<file path="config.mk">
export PLATFORM = sky130hd
export DESIGN_NAME = conv_pool_quantize
export DESIGN_NICKNAME = d
export VERILOG_FILES = /design/src/rtl/conv_pool_quantize.sv
export SDC_FILE = /design/constraint.sdc
export NUM_CORES = 1
export LEC_CHECK = 0
export BUFFER_PORTS_ARGS = -buffer_cell sky130_fd_sc_hd__buf_2
export CAP_MARGIN = 25
export CORE_MARGIN = 5
export CORE_UTILIZATION = 62
export DETAILED_ROUTE_END_ITERATION = 8
export GPL_ROUTABILITY_DRIVEN = 0
export GPL_TIMING_DRIVEN = 0
export HOLD_SLACK_MARGIN = 0.1
export PLACE_DENSITY_LB_ADDON = 0.25
export SYNTH_ARGS = -nofsm -noshare
export SYNTH_HDL_FRONTEND = slang
export SYNTH_SLANG_ARGS = --single-unit
export TNS_END_PERCENT = 1
</file>
<file path="constraint.sdc">
create_clock -name clock -period 9.1 [get_ports clock]
set_input_delay 1.82 -clock clock [delete_from_list [all_inputs] [get_ports clock]]
set_output_delay 1.82 -clock clock [all_outputs]
set_load 0.02 [all_outputs]
</file>
<file path="src/rtl/conv_pool_quantize.sv">
// conv_pool_quantize
//   Requantizes a vector of signed 32-bit convolution results to unsigned
//   8-bit pixels (ReLU, round-half-up right shift, saturate to 255). It then
//   applies a 2x2 non-overlapping max-pool over the raster-ordered stream.
//   Each of the NUM_TREES lanes is processed independently.
//
//   Parameters
//     NUM_TREES  : parallel kernel outputs per input vector
//     SHIFT      : requantization right shift (0..16)
//     IMG_WIDTH  : conv output columns per row (even, >= 2)
//     IMG_HEIGHT : conv output rows per frame (even, >= 2)
//
//   Ports
//     clock            : rising-edge clock
//     reset            : asynchronous active-low reset
//     pixel_vector_in  : NUM_TREES x signed 32-bit, tree k at [32k+31:32k]
//     valid_in         : qualifies pixel_vector_in
//     pixel_vector_out : NUM_TREES x unsigned 8-bit, tree k at [8k+7:8k]
//     valid_out        : one-cycle strobe qualifying pixel_vector_out
//     frame_done       : strobe coincident with the last pooled output of a frame
module conv_pool_quantize #(
    parameter int NUM_TREES  = 2,
    parameter int SHIFT      = 4,
    parameter int IMG_WIDTH  = 4,
    parameter int IMG_HEIGHT = 4
) (
    input  logic                     clock,
    input  logic                     reset,
    input  logic [32*NUM_TREES-1:0]  pixel_vector_in,
    input  logic                     valid_in,
    output logic [8*NUM_TREES-1:0]   pixel_vector_out,
    output logic                     valid_out,
    output logic                     frame_done
);

    localparam int CW       = $clog2(IMG_WIDTH);
    localparam int RW       = $clog2(IMG_HEIGHT);
    localparam int LB_DEPTH = IMG_WIDTH / 2;
    localparam int LW       = (LB_DEPTH > 1) ? $clog2(LB_DEPTH) : 1;

    localparam logic [CW-1:0] COL_LAST = CW'(IMG_WIDTH - 1);
    localparam logic [RW-1:0] ROW_LAST = RW'(IMG_HEIGHT - 1);
    // Half an LSB of the shifted result; evaluates to zero when SHIFT is 0.
    localparam logic [32:0]   RND      = (33'd1 << SHIFT) >> 1;

    typedef enum logic {
        EVEN_ROW = 1'b0,
        ODD_ROW  = 1'b1
    } state_t;

    // ReLU, rounded right shift in 33 bits, then clamp to 8 bits.
    function automatic logic [7:0] requant(input logic signed [31:0] x);
        logic [32:0] sum;
        logic [32:0] shifted;
        logic [7:0]  r;
        sum     = {1'b0, x} + RND;
        shifted = sum >> SHIFT;
        if (x < 0)
            r = 8'd0;
        else if (shifted > 33'd255)
            r = 8'd255;
        else
            r = shifted[7:0];
        return r;
    endfunction

    function automatic logic [7:0] umax8(input logic [7:0] a, input logic [7:0] b);
        return (a >= b) ? a : b;
    endfunction

    logic [8*NUM_TREES-1:0] q_p1;
    logic                   vld_p1;

    logic [CW-1:0]          col_p2;
    logic [RW-1:0]          row_p2;
    state_t                 state_p2;
    logic [8*NUM_TREES-1:0] hold_p2;
    logic [8*NUM_TREES-1:0] linebuf_p2 [LB_DEPTH];

    logic [LW-1:0]          lb_idx;
    logic [8*NUM_TREES-1:0] hmax;
    logic [8*NUM_TREES-1:0] pool;

    // ---- stage 1: requantize ----
    always_ff @(posedge clock or negedge reset) begin
        if (!reset) begin
            q_p1   <= '0;
            vld_p1 <= 1'b0;
        end else begin
            vld_p1 <= valid_in;
            if (valid_in) begin
                for (int k = 0; k < NUM_TREES; k++)
                    q_p1[8*k +: 8] <= requant($signed(pixel_vector_in[32*k +: 32]));
            end
        end
    end

    // ---- stage 2: 2x2 max-pool ----
    assign lb_idx = LW'(col_p2 >> 1);

    always_comb begin
        hmax = '0;
        pool = '0;
        for (int k = 0; k < NUM_TREES; k++) begin
            hmax[8*k +: 8] = umax8(hold_p2[8*k +: 8], q_p1[8*k +: 8]);
            pool[8*k +: 8] = umax8(linebuf_p2[lb_idx][8*k +: 8], hmax[8*k +: 8]);
        end
    end

    always_ff @(posedge clock or negedge reset) begin
        if (!reset) begin
            col_p2           <= '0;
            row_p2           <= '0;
            state_p2         <= EVEN_ROW;
            hold_p2          <= '0;
            pixel_vector_out <= '0;
            valid_out        <= 1'b0;
            frame_done       <= 1'b0;
            for (int i = 0; i < LB_DEPTH; i++)
                linebuf_p2[i] <= '0;
        end else begin
            valid_out  <= 1'b0;
            frame_done <= 1'b0;
            if (vld_p1) begin
                if (!col_p2[0]) begin
                    hold_p2 <= q_p1;
                end else if (state_p2 == EVEN_ROW) begin
                    linebuf_p2[lb_idx] <= hmax;
                end else begin
                    pixel_vector_out <= pool;
                    valid_out        <= 1'b1;
                    frame_done       <= (row_p2 == ROW_LAST) && (col_p2 == COL_LAST);
                end

                // Column wrap moves to the next row; the row parity is tracked by the FSM.
                if (col_p2 == COL_LAST) begin
                    col_p2   <= '0;
                    state_p2 <= (state_p2 == EVEN_ROW) ? ODD_ROW : EVEN_ROW;
                    row_p2   <= (row_p2 == ROW_LAST) ? '0 : row_p2 + 1'b1;
                end else begin
                    col_p2 <= col_p2 + 1'b1;
                end
            end
        end
    end

endmodule

</file>
==> flow_metrics.tcl, run 1 <==
set metrics [dict create \
    core_area_um2 9110 \
    arrival_ns 4.84 \
    clkTransAtPathRegs_ns 0.09 \
    cp-start-kind "register" \
    numCtsBuffers 9 \
    hp-start "linebuf_p2[0]" \
    fin_tns_setup_ns 0 \
    clock-sinks 88 \
    yosysWarningCount 0 \
    finalNetCount 813 \
    grt_setup_unrepaired "false" \
    dr.pass1.iters 5 \
    fin_area_um2 6430 \
    synthFlopType "dfrtp_1" \
    holdBufCountCts 0 \
    final_cell_count_no_fill 826 \
    cts-root-buf "clkbuf_8" \
    drive_gt1_share_pct 18.5 \
    antenna_cells 0 \
    cap_violations 0 \
    wire_per_inst_um 16.0 \
    placed_cells 810 \
    reg2reg_slack_ns 4.52 \
    tightest_slew_ns 0.965 \
    path_buf_inv 3 \
    synth_area_um2 5690 \
    layout_common_cells "88 x dfrtp_1, 78 x buf_2, 57 x nand2_1, 49 x o21ai_0, 41 x a21oi_1" \
    status "finished clean" \
    synth_edf_count 0 \
    min_path_type "register to register" \
    via_per_inst 6.18 \
    leakagePower_nw 2.89 \
    cts_resized 0 \
    drtIter0Drc 264 \
    place_ws_ns 4.63 \
    finalMaxSlewViolations 0 \
    fmax_mhz 218 \
    cts_max_level 3 \
    ant_nets 0 \
    grt_pass1_vias 5132 \
    dp_hpwl_um 10200 \
    skew_ns 0.0108 \
    cts_setup_buffers 0 \
    routed_wl_um 13200 \
    avgSynthCellArea_um2 9.18 \
    ys_ff_latch 88 \
    vias 5101 \
    grt_usage_pct 25.1 \
    path_cells "inv_1 > ha_1 > a2111oi_0 > nand2b_1 > a21oi_1 > a221oi_2 > mux2i_1 > inv_1 > ha_1 > nand2b_1 > a21o_1 > a21o_1 > a211oi_1 > o21ai_1 > and2_1 > buf_1 > o31ai_1" \
    cts_tree "built" \
    cp.depth 17 \
    final.period_utilization_pct 50.3 \
    fp.dieArea_um2 11200 \
    maxSlewHeadroom_pct 35.7 \
    grt_max_degree 70 \
    synth-seq-area-share_pct 38.7 \
    peakVddDrop_mv 0.115 \
    r2r_cells 17 \
    gr-total-overflow 0 \
    cpPeakStageDelay_ns 0.73 \
    finalCriticalPeriod_ns 4.58 \
    holdWs_ns 0.491 \
    ios 85 \
    rows 35 \
    rr_endpoint "pixel_vector_out[13]" \
    clock_latency_ns 0.36 \
    power_mw 1.81 \
    syn_nets 723 \
    r2r-start "q_p1[13]" \
    die_h_um 106 \
    power.density_nw_per_um2 282 \
    port_buffers 78 \
    synth-async-reset-ratio_pct 100 \
    antenna_found_initial 0 \
    critPathRequiredTime_ns 9.36 \
    path_class "register to register" \
    netlist_instances 620 \
    final_core_util_pct 70.6 \
    synth_cell_types 60 \
    setup_slack_ns 4.52 \
    end_kind "register" \
    slowest_stage "a2111oi_0" \
    crit_end "pixel_vector_out[13]" \
    area_growth_pct 13.0 \
    crit_family "compound AO/OA/AOI/OAI gates" \
    grt_pass1_wl_um 23400 \
    worstPathMaxFanout 9 \
    start_util_pct 62.5 \
    critical_path.startpoint "q_p1[13]" \
    clk_path_buf_depth 2 \
    dieWidth_um 106 \
    layout_commonest_cell "dfrtp_1" \
    placed_cell_area_um2 6250 \
    setup_violations 0 \
    drc_errors 0 \
    hold_viol_final 0 \
]
[flip-flops by register name, indices dropped and copies added (netlist names)]
name	count
row_p2	2
state_p2	1
vld_p1	1
q_p1	16
pixel_vector_out	16
linebuf_p2	32
frame_done	1
valid_out	1
hold_p2	16
col_p2	2
[metal layers]
metal	global-route usage, %	wire length (um)	vias up
li1	-	-	2479
met1	32.4	5770	2429
met2	43.9	6540	170
met3	3.74	734	23
met4	7.03	200	0
met5	0	0	-
[synthesized netlist by cell type, types with 3 or more instances]
library cell,number,area (um^2)
dfrtp_1,88,2200
nand2_1,57,214
a21o_1,10,75.1
buf_1,3,11.3
inv_1,30,113
a21oi_1,41,205
nor2_1,40,150
or2_2,3,18.8
and2_1,17,106
o31ai_1,16,120
a41oi_1,14,123
or3_1,3,18.8
nor4_1,6,37.5
ha_1,36,450
o21ai_0,49,245
nand3_1,27,135
a211oi_1,3,22.5
clkbuf_1,15,56.3
xnor2_1,9,78.8
nand4_1,13,81.3
nor3_1,14,70.1
o211ai_1,3,22.5
a31oi_1,3,18.8
and4_1,3,26.3
nand2b_1,13,81.3
mux2i_1,21,210
and3_1,13,81.3
xor2_1,8,70.1
mux2_2,19,214
[kinds of logic after synthesis]
logic type      Yosys count  synth area share, %
simple gates            223                 20.6
mux                      40                 7.45
compound gates          166                 19.3
buf+inv                  50                 3.39
xor+xnor                 17                 2.62
fa+ha+maj                36                 7.91
flops                    88                 38.7
[cell type report]
cell class	instances	area, um^2
multi-input combinational	482	3300
fill	712	2680
sequential	88	2200
timing repair buffer	79	420
tap	111	139
clock buffer	10	128
inverter	30	113
buffer	20	80.1
clock inverter	6	51.3
[tightest hold or removal path, delay by kind of cell, from the launching register on]
kind             cells  cell delay, ns
flip-flops           1            0.35
AO/OA/AOI/OAI        1            0.06
AND/OR/NAND/NOR      1            0.04
[where the power goes]
group          internal [mW]  switching [mW]
Combinational          0.372           0.552
Sequential             0.544          0.0925
Clock                  0.103           0.148
[worst min path at each step]
stage / endpoint / cells after the start / slack [ns]
2_1_floorplan: linebuf_p2[10] / 2 / 0.44
3_3_place_gp: linebuf_p2[7] / 2 / 0.46
3_5_place_dp: linebuf_p2[1] / 2 / 0.47
4_1_cts: linebuf_p2[1] / 2 / 0.49
5_1_grt: linebuf_p2[5] / 2 / 0.53
6_report: linebuf_p2[0] / 2 / 0.49
No activity file was read; power rests on OpenSTA's default activity.
==> run 2, diff against run 1 <==
- CORE_UTILIZATION: 62 -> 52
- clock period: 9.1 -> 4.1 ns (I/O delays scaled with it)
==> run 2 against run 1 <==
  * Largest cell class unchanged
  * Clock power rose to 2.9 times the previous value
  * Highest routed layer unchanged
  * Routed wire length rose by 5.1%
  * Final cell count up 4.8%
  * Hold slack lost 0.17 ns
==> flow_metrics.tcl, run 2 (same netlist as run 1, synthesis figures left out) <==
set metrics [dict create \
    path_class "register to register" \
    drive_gt1_share_pct 21.6 \
    regArea_um2 2200 \
    via_per_inst 6.03 \
    finalCriticalPeriod_ns 3.85 \
    power.density_nw_per_um2 662 \
    path_buf_inv 2 \
    final.period_utilization_pct 93.8 \
    grt_setup_unrepaired "false" \
    clock_latency_ns 0.36 \
    grt_usage_pct 21.3 \
    setup_violations 0 \
    clkTransAtPathRegs_ns 0.09 \
    power_mw 4.46 \
    path_cells "ha_1 > nand2b_1 > a21o_1 > a21o_1 > a21oi_2 > a221oi_4 > mux2i_2 > inv_1 > ha_1 > nand2b_1 > a21o_1 > a21o_1 > a211oi_1 > o21ai_2 > and2_1 > buf_1 > o31ai_1" \
    largest_reg_flops 32 \
    p_seq_share_pct 31.8 \
    skew_ns 0.0111 \
    cap_violations 0 \
    cts_max_level 3 \
    grt_pass1_vias 5019 \
    place_ws_ns -0.328 \
    dp_hpwl_um 10200 \
    routed_wl_um 13900 \
    placed_cells 839 \
    tightest_slew_ns 0.648 \
    finalMaxSlewViolations 0 \
    peakVddDrop_mv 0.432 \
    drtIter0Drc 283 \
    p_comb_share_pct 52.0 \
    ant_nets 0 \
    numCtsBuffers 9 \
    status "finished clean" \
    core_area_um2 10800 \
    p_sw_mw 1.87 \
    largest-register "linebuf_p2" \
    cts_tree "built" \
    fp.dieArea_um2 13100 \
    crit_family "compound AO/OA/AOI/OAI gates" \
    holdWs_ns 0.321 \
    slowest_stage "dfrtp_1" \
    leakagePower_nw 3.02 \
    end_kind "register" \
    reg2reg_slack_ns 0.25 \
    fmax_mhz 260 \
    start_util_pct 52.7 \
    antenna_cells 0 \
    layout_commonest_cell "dfrtp_1" \
    setup_slack_ns 0.253 \
    die_h_um 115 \
    rows 38 \
    p_int_mw 2.59 \
    clkPwrFrac_pct 16.2 \
    dr.pass1.iters 6 \
    cts-root-buf "clkbuf_8" \
    fillers 917 \
    gr-total-overflow 0 \
    wire_per_inst_um 16.1 \
    drc_errors 0 \
    final_cell_count_no_fill 866 \
    port_buffers 78 \
    layout_common_cells "88 x dfrtp_1, 78 x buf_2, 57 x nand2_1, 49 x o21ai_0, 40 x nor2_1" \
    arrival_ns 4.11 \
    clock-sinks 88 \
    critPathRequiredTime_ns 4.37 \
    antenna_found_initial 0 \
    cpPeakStageDelay_ns 0.44 \
    worstPathMaxFanout 9 \
    hold_viol_final 0 \
    area_growth_pct 18.3 \
    dieWidth_um 115 \
    ios 85 \
    multi_input_area_um2 3410 \
    crit_path_frequent_cell "a21o_1" \
    finalNetCount 824 \
    grt_max_degree 72 \
    grt_pass1_wl_um 23100 \
    min_path_type "primary input to async pin" \
    final_core_util_pct 62.4 \
    cp-start-kind "register" \
    clk_path_buf_depth 2 \
    switching_share_pct 42.0 \
    maxSlewHeadroom_pct 56.5 \
    vias 5224 \
]
==> run 2: final timing paths <==
path	from	end	depth (start not counted)
setup / recovery	q_p1[0]	pixel_vector_out[6]	17
hold / removal	reset	pixel_vector_out[2]	1
setup reg to reg	q_p1[0]	pixel_vector_out[6]	17
hold reg to reg	linebuf_p2[10]	linebuf_p2[10]	2
max in group asynchronous	reset	q_p1[1]	2
min in group clock	linebuf_p2[10]	linebuf_p2[10]	2
==> run 2: per-layer routing <==
layer	global-route usage (%)	share of wire [%]
met5	0	0
met4	6.41	1.7
met1	29.2	46
met2	35.7	47
met3	2.27	5.4
==> run 2: power groups by stage <==
stage / clock network (mW) / logic [mW] / registers [mW]
2_1_floorplan: 0 / 1.41 / 1.47
5_1_grt: 0.770 / 2.59 / 1.46
3_5_place_dp: 0 / 2.04 / 1.42
3_3_place_gp: 0 / 1.96 / 1.40
4_1_cts: 0.735 / 2.15 / 1.41
6_report: 0.721 / 2.32 / 1.42
==> run 2: timing repair <==
item,4_1_cts,5_1_grt
gates resized for setup,11,10
pin swaps,0,1
cloned,0,0
buffers inserted,2,9
hold buffers,0,0
endpoints found under the setup margin,16,16
==> run 2: worst register-to-register path: cells and delay by family (launching register included) <==
family          cells  cell delay [ns]
mux                 1             0.30
simple gates        3             0.45
fa+ha+maj           2             0.59
flops               1             0.44
compound gates      9             1.72
buf+inv             2             0.28
==> run 2: per-stage QoR <==
stage | cell area [um^2] | TNS (ns)
global route | 6730 | 0
global placement | 6260 | -2.75
detailed placement | 6290 | -3.75
finish | 6730 | 0
floorplan | 5690 | 0
CTS | 6610 | 0
==> run 2: layout make-up <==
class,instances,area share [%]
sequential,88,32.7
inverter,30,1.67
clock buffer,9,1.84
tap,140,2.60
timing repair buffer,90,7.47
buffer,20,1.21
clock inverter,7,1.78
multi-input combinational,482,50.7
